===== src/rtl/matmul_arbiter.sv =====
// matmul_arbiter: two-requester front end for one shared, fixed-latency 2x2
// matrix multiplier. It accepts one job at a time, pulses mm_start, waits
// LATENCY cycles, captures mm_result and returns it to the requester that
// owns the job.
// Optional feature macro: MATMUL_ARB_ROUND_ROBIN_EN. When it is defined,
// conflicts are arbitrated round robin. When it is undefined, requester 0
// has fixed priority.
module matmul_arbiter #(
    parameter int LATENCY = 11
) (
    input  logic        clock,
    input  logic        reset,
    input  logic        req0_valid,
    input  logic        req1_valid,
    input  logic [11:0] req0_A,
    input  logic [11:0] req0_B,
    input  logic [11:0] req1_A,
    input  logic [11:0] req1_B,
    output logic        req0_ready,
    output logic        req1_ready,
    output logic        resp0_valid,
    output logic        resp1_valid,
    output logic [23:0] resp_result,
    input  logic        resp0_ready,
    input  logic        resp1_ready,
    output logic        mm_start,
    output logic [11:0] mm_A,
    output logic [11:0] mm_B,
    input  logic [23:0] mm_result,
    output logic        busy
);

    typedef enum logic [2:0] {
        S_IDLE,
        S_START,
        S_WAIT,
        S_CAPTURE,
        S_RESPOND
    } state_t;

    // WAIT spans LATENCY cycles: the counter is loaded in START and WAIT exits at zero.
    localparam logic [3:0] CNT_LOAD = 4'(LATENCY - 1);

    state_t      r_state;
    state_t      w_next;
    logic [3:0]  r_cnt;
    logic [11:0] r_op_a;
    logic [11:0] r_op_b;
    logic        r_id;
    logic [23:0] r_result;
    logic        w_gnt1;
    logic        w_accept;
    logic        w_resp_done;
    logic        w_hold_ops;

`ifdef MATMUL_ARB_ROUND_ROBIN_EN
    logic r_last;

    // Remember who was served last; reset favours requester 0 on the first conflict.
    always_ff @(posedge clock or posedge reset) begin
        if (reset)
            r_last <= 1'b1;
        else if (w_accept)
            r_last <= w_gnt1;
    end

    assign w_gnt1 = req1_valid & (~req0_valid | ~r_last);
`else
    assign w_gnt1 = req1_valid & ~req0_valid;
`endif

    // Grant is purely combinational, so a lone requester is accepted with no bubble.
    assign req0_ready  = (r_state == S_IDLE) & req0_valid & ~w_gnt1;
    assign req1_ready  = (r_state == S_IDLE) & w_gnt1;
    assign w_accept    = (req0_valid & req0_ready) | (req1_valid & req1_ready);
    assign w_resp_done = r_id ? resp1_ready : resp0_ready;

    // State register
    always_ff @(posedge clock or posedge reset) begin
        if (reset)
            r_state <= S_IDLE;
        else
            r_state <= w_next;
    end

    // Next-state logic; the non-owner's response ready is never looked at
    always_comb begin
        w_next = r_state;
        case (r_state)
            S_IDLE:    if (w_accept) w_next = S_START;
            S_START:   w_next = S_WAIT;
            S_WAIT:    if (r_cnt == 4'd0) w_next = S_CAPTURE;
            S_CAPTURE: w_next = S_RESPOND;
            S_RESPOND: if (w_resp_done) w_next = S_IDLE;
            default:   w_next = S_IDLE;
        endcase
    end

    // Job datapath: operand/owner latch, latency counter, result capture
    always_ff @(posedge clock or posedge reset) begin
        if (reset) begin
            r_op_a   <= '0;
            r_op_b   <= '0;
            r_id     <= 1'b0;
            r_cnt    <= 4'd0;
            r_result <= '0;
        end else begin
            if (w_accept) begin
                r_op_a <= w_gnt1 ? req1_A : req0_A;
                r_op_b <= w_gnt1 ? req1_B : req0_B;
                r_id   <= w_gnt1;
            end
            if (r_state == S_START)
                r_cnt <= CNT_LOAD;
            else if (r_state == S_WAIT && r_cnt != 4'd0)
                r_cnt <= r_cnt - 4'd1;
            if (r_state == S_CAPTURE)
                r_result <= mm_result;
        end
    end

    // Operands are presented only while the multiplier owns the job.
    assign w_hold_ops  = (r_state == S_START) | (r_state == S_WAIT) | (r_state == S_CAPTURE);
    assign mm_start    = (r_state == S_START);
    assign mm_A        = w_hold_ops ? r_op_a : 12'd0;
    assign mm_B        = w_hold_ops ? r_op_b : 12'd0;
    assign resp0_valid = (r_state == S_RESPOND) & ~r_id;
    assign resp1_valid = (r_state == S_RESPOND) & r_id;
    assign resp_result = r_result;
    assign busy        = (r_state != S_IDLE);

endmodule


===== config.mk =====
export PLATFORM = sky130hd
export DESIGN_NAME = matmul_arbiter
export DESIGN_NICKNAME = d
export VERILOG_FILES = /design/src/rtl/matmul_arbiter.sv
export SDC_FILE = /design/constraint.sdc
export NUM_CORES = 1
export LEC_CHECK = 0
export BUFFER_PORTS_ARGS = -buffer_cell sky130_fd_sc_hd__clkbuf_2
export CAP_MARGIN = 5
export CORE_MARGIN = 2
export CORE_UTILIZATION = 30
export DETAILED_ROUTE_END_ITERATION = 8
export GPL_TIMING_DRIVEN = 0
export HOLD_SLACK_MARGIN = 0.1
export PLACE_DENSITY = 0.55
export SYNTH_ARGS = -nofsm -noshare
export SYNTH_HDL_FRONTEND = slang
export SYNTH_SLANG_ARGS = --single-unit

===== constraint.sdc =====
create_clock -name clock -period 3.3 [get_ports clock]
set_clock_uncertainty 0.05 [all_clocks]
set_input_delay 0.495 -clock clock [delete_from_list [all_inputs] [get_ports clock]]
set_output_delay 0.495 -clock clock [all_outputs]
set_load 0.1 [all_outputs]

==> reports/results.ini <==
[outcome]
run_status=finished, final reports clean

[synthesis]
synth-xor-area-share_pct=0.320
synth_mux_area_share_pct=30.8
post_synth_and_or_nand_nor_area_fraction_pct=11.0
synth_edf_count=0
synth-seq-cells=56
syn_avg_cell_area_sq_um=13.0
yosys_warnings=0
synth_compound_area_share_pct=2.01
synth.lib_cells_used.distinct=29
synthesis.nets=291
post_synth_fa_ha_maj_area_fraction_pct=0.915
yosysSeqAreaShare_pct=51.2
synth_top_family_by_area=multiplexers
syn_inst=211
synth_top_flop_cell=dfrtp_1
ffs_w_async_s_r_synth_pct=100
post_synthesis_cell_area_sq_mm=0.00274

[floorplan]
core-area_sq_mm=0.00876
floorplan.initialDensity_pct=31.2
io_pins=132
die-area_sq_mm=0.00990
die_h_um=99.5
die_width_um=99.5
num_rows=34

[setup_path]
critPathArrivalTime_ns=2.44
r2r-start=r_state[0]$_DFFE_PP0P_
crit_path_max_fanout=10
timing_worst_setup_path_type=flop to output pin
critical_path.startpoint=r_state[1]$_DFFE_PP0P_
crit_path_end_kind=output pin
required_ns=2.75
worst_setup_path_start_kind=flop

[detailed_routing]
detail_route.drc_violations=0
detail-route-antenna-nets=0
detailedRoute.firstIterationViolations=20
via_count=2052
drt-vias-per-instance=4.48
per_cell_routed_wire_length_um=13.3
drtPass1Iterations=3
detailed_route_wire_length_um=6080

[finish]
area_growth_syn_to_layout_pct=34.4
final_cell_count_no_fill=458
antenna-diode-count=0
layout_fillers=881
layout-drive-gt1-share_pct=64.9
final_net_count=430
mostFrequentLayoutCells=clkbuf_2 (131), mux2_2 (73), dfrtp_1 (56)
most_common_cell_after_layout_fill_and_taps_aside=clkbuf_2

[run]
maxCapViolCount=0

[sta]
timing.max_slew.rel_slack_pct=59.6
fin_crit_ns=2.98
min_period_over_period_pct=90.3
tns_ns=0
setup_repair_after_global_routing_missed_its_margin=no
setup_ws_ns=0.320
finalSetupViolations=0
worst_pin_slew_ns=0.606
final_slew_viol_count=0
timing.final.hold_violations=0
max_freq_mhz=336

[cts]
tritoncts_clock_tree=done
post_cts_buffers=0
cts_root_buf=clkbuf_8
cts_hold_buffers=0
cts-buffers-inserted=5
post_cts_resize_count=0
path_clk_slew_ns=0.10
insertion_delay_ns=0.30
num_clock_sinks=56
htreeDepth=2
clock_path_buffers=2

[grt]
grt_start_max_net_pins=30
first_global_vias=2148
grt_first_pass_wirelength_um=10100
global_route.overflow_total=0
grt_use_total_pct=12.8
grt_antenna_before_repair=0

[place]
post-place-ws_ns=0.613
io_buffer_count=131
numPlacedInstances=451
dp_hpwl_um=4880
gp_congestion=0.739

[worst_hold_path]
worst_hold_path_type=primary input to async pin

[per-stage QoR]
step	hold WS (ns)	instance area [sq um]	util, %
6_report	0.187	3670	41.9
5_1_grt	0.229	3670	41.9
4_1_cts	0.206	3670	41.9
3_5_place_dp	0.437	3550	40.5
3_3_place_gp	0.430	3530	40.2
2_1_floorplan	0.418	2740	-
[synth_stat cells (2+ instances only)]
| cell | n | share of area (%) |
|---|---|---|
| nand2b_1 | 2 | 0.46 |
| or3b_2 | 2 | 0.64 |
| o21ai_0 | 2 | 0.37 |
| mux2i_1 | 2 | 0.73 |
| inv_1 | 5 | 0.69 |
| and2_1 | 26 | 5.9 |
| ha_1 | 2 | 0.91 |
| mux2_2 | 73 | 30 |
| nor2_1 | 9 | 1.2 |
| buf_2 | 6 | 1.1 |
| buf_6 | 3 | 1.2 |
| nand2_1 | 4 | 0.55 |
| a211oi_1 | 2 | 0.55 |
| dfrtp_1 | 56 | 51 |
| clkbuf_1 | 3 | 0.41 |
[sequential cells by signal (all words and copies together) (netlist names)]
name,count
resp_result,24
r_op_a,12
r_op_b,12
r_cnt,4
r_state,3
r_id,1
[metal layers]
| layer | vias to the layer above | GRT usage, % | share of wire (%) |
|---|---|---|---|
| li1 | 1001 | - | - |
| met1 | 991 | 14.9 | 41 |
| met2 | 56 | 23.6 | 53 |
| met3 | 4 | 2.39 | 4.4 |
| met4 | 0 | 3.79 | 1.2 |
| met5 | - | 0 | 0 |
[cell families after synthesis]
logic type | after synthesis
fa+ha+maj | 2
flops | 56
xor+xnor | 1
simple gates | 51
compound gates | 8
mux | 75
buf+inv | 18
[critical path: stages, from the launching register on]
cell,delay (ns)
dfrtp_1,0.39
buf_2,0.22
nor2_1,0.11
nor2_1,0.36
clkbuf_1,0.39
and2_1,0.20
clkbuf_2,0.46
[final cells by class]
type / instances / area, sq um / area share (%)
buffer: 13 / 82.6 / 2.25
clock buffer: 5 / 68.8 / 1.87
clock inverter: 2 / 60.1 / 1.63
inverter: 5 / 18.8 / 0.511
multi-input combinational: 137 / 1230 / 33.5
sequential: 56 / 1400 / 38.1
tap: 108 / 135 / 3.68
timing repair buffer: 132 / 676 / 18.4
[worst paths after layout]
path,slack [ns],endpoint,cells after the start
worst min register to register,0.45,r_op_b[11]$_DFFE_PP0P_,1
max in group asynchronous,2.44,r_cnt[2]$_DFFE_PP0P_,3
worst max register to register,1.42,r_op_a[5]$_DFFE_PP0P_,6
worst max-delay path,0.32,mm_A[4],6
worst min-delay path,0.19,resp_result[1]$_DFFE_PP0N_,2
min in group clock,0.37,resp_result[3]$_DFFE_PP0N_,2
Power is not shown: default switching activity piles up to over one toggle a cycle in this logic, so the estimate is an artifact.
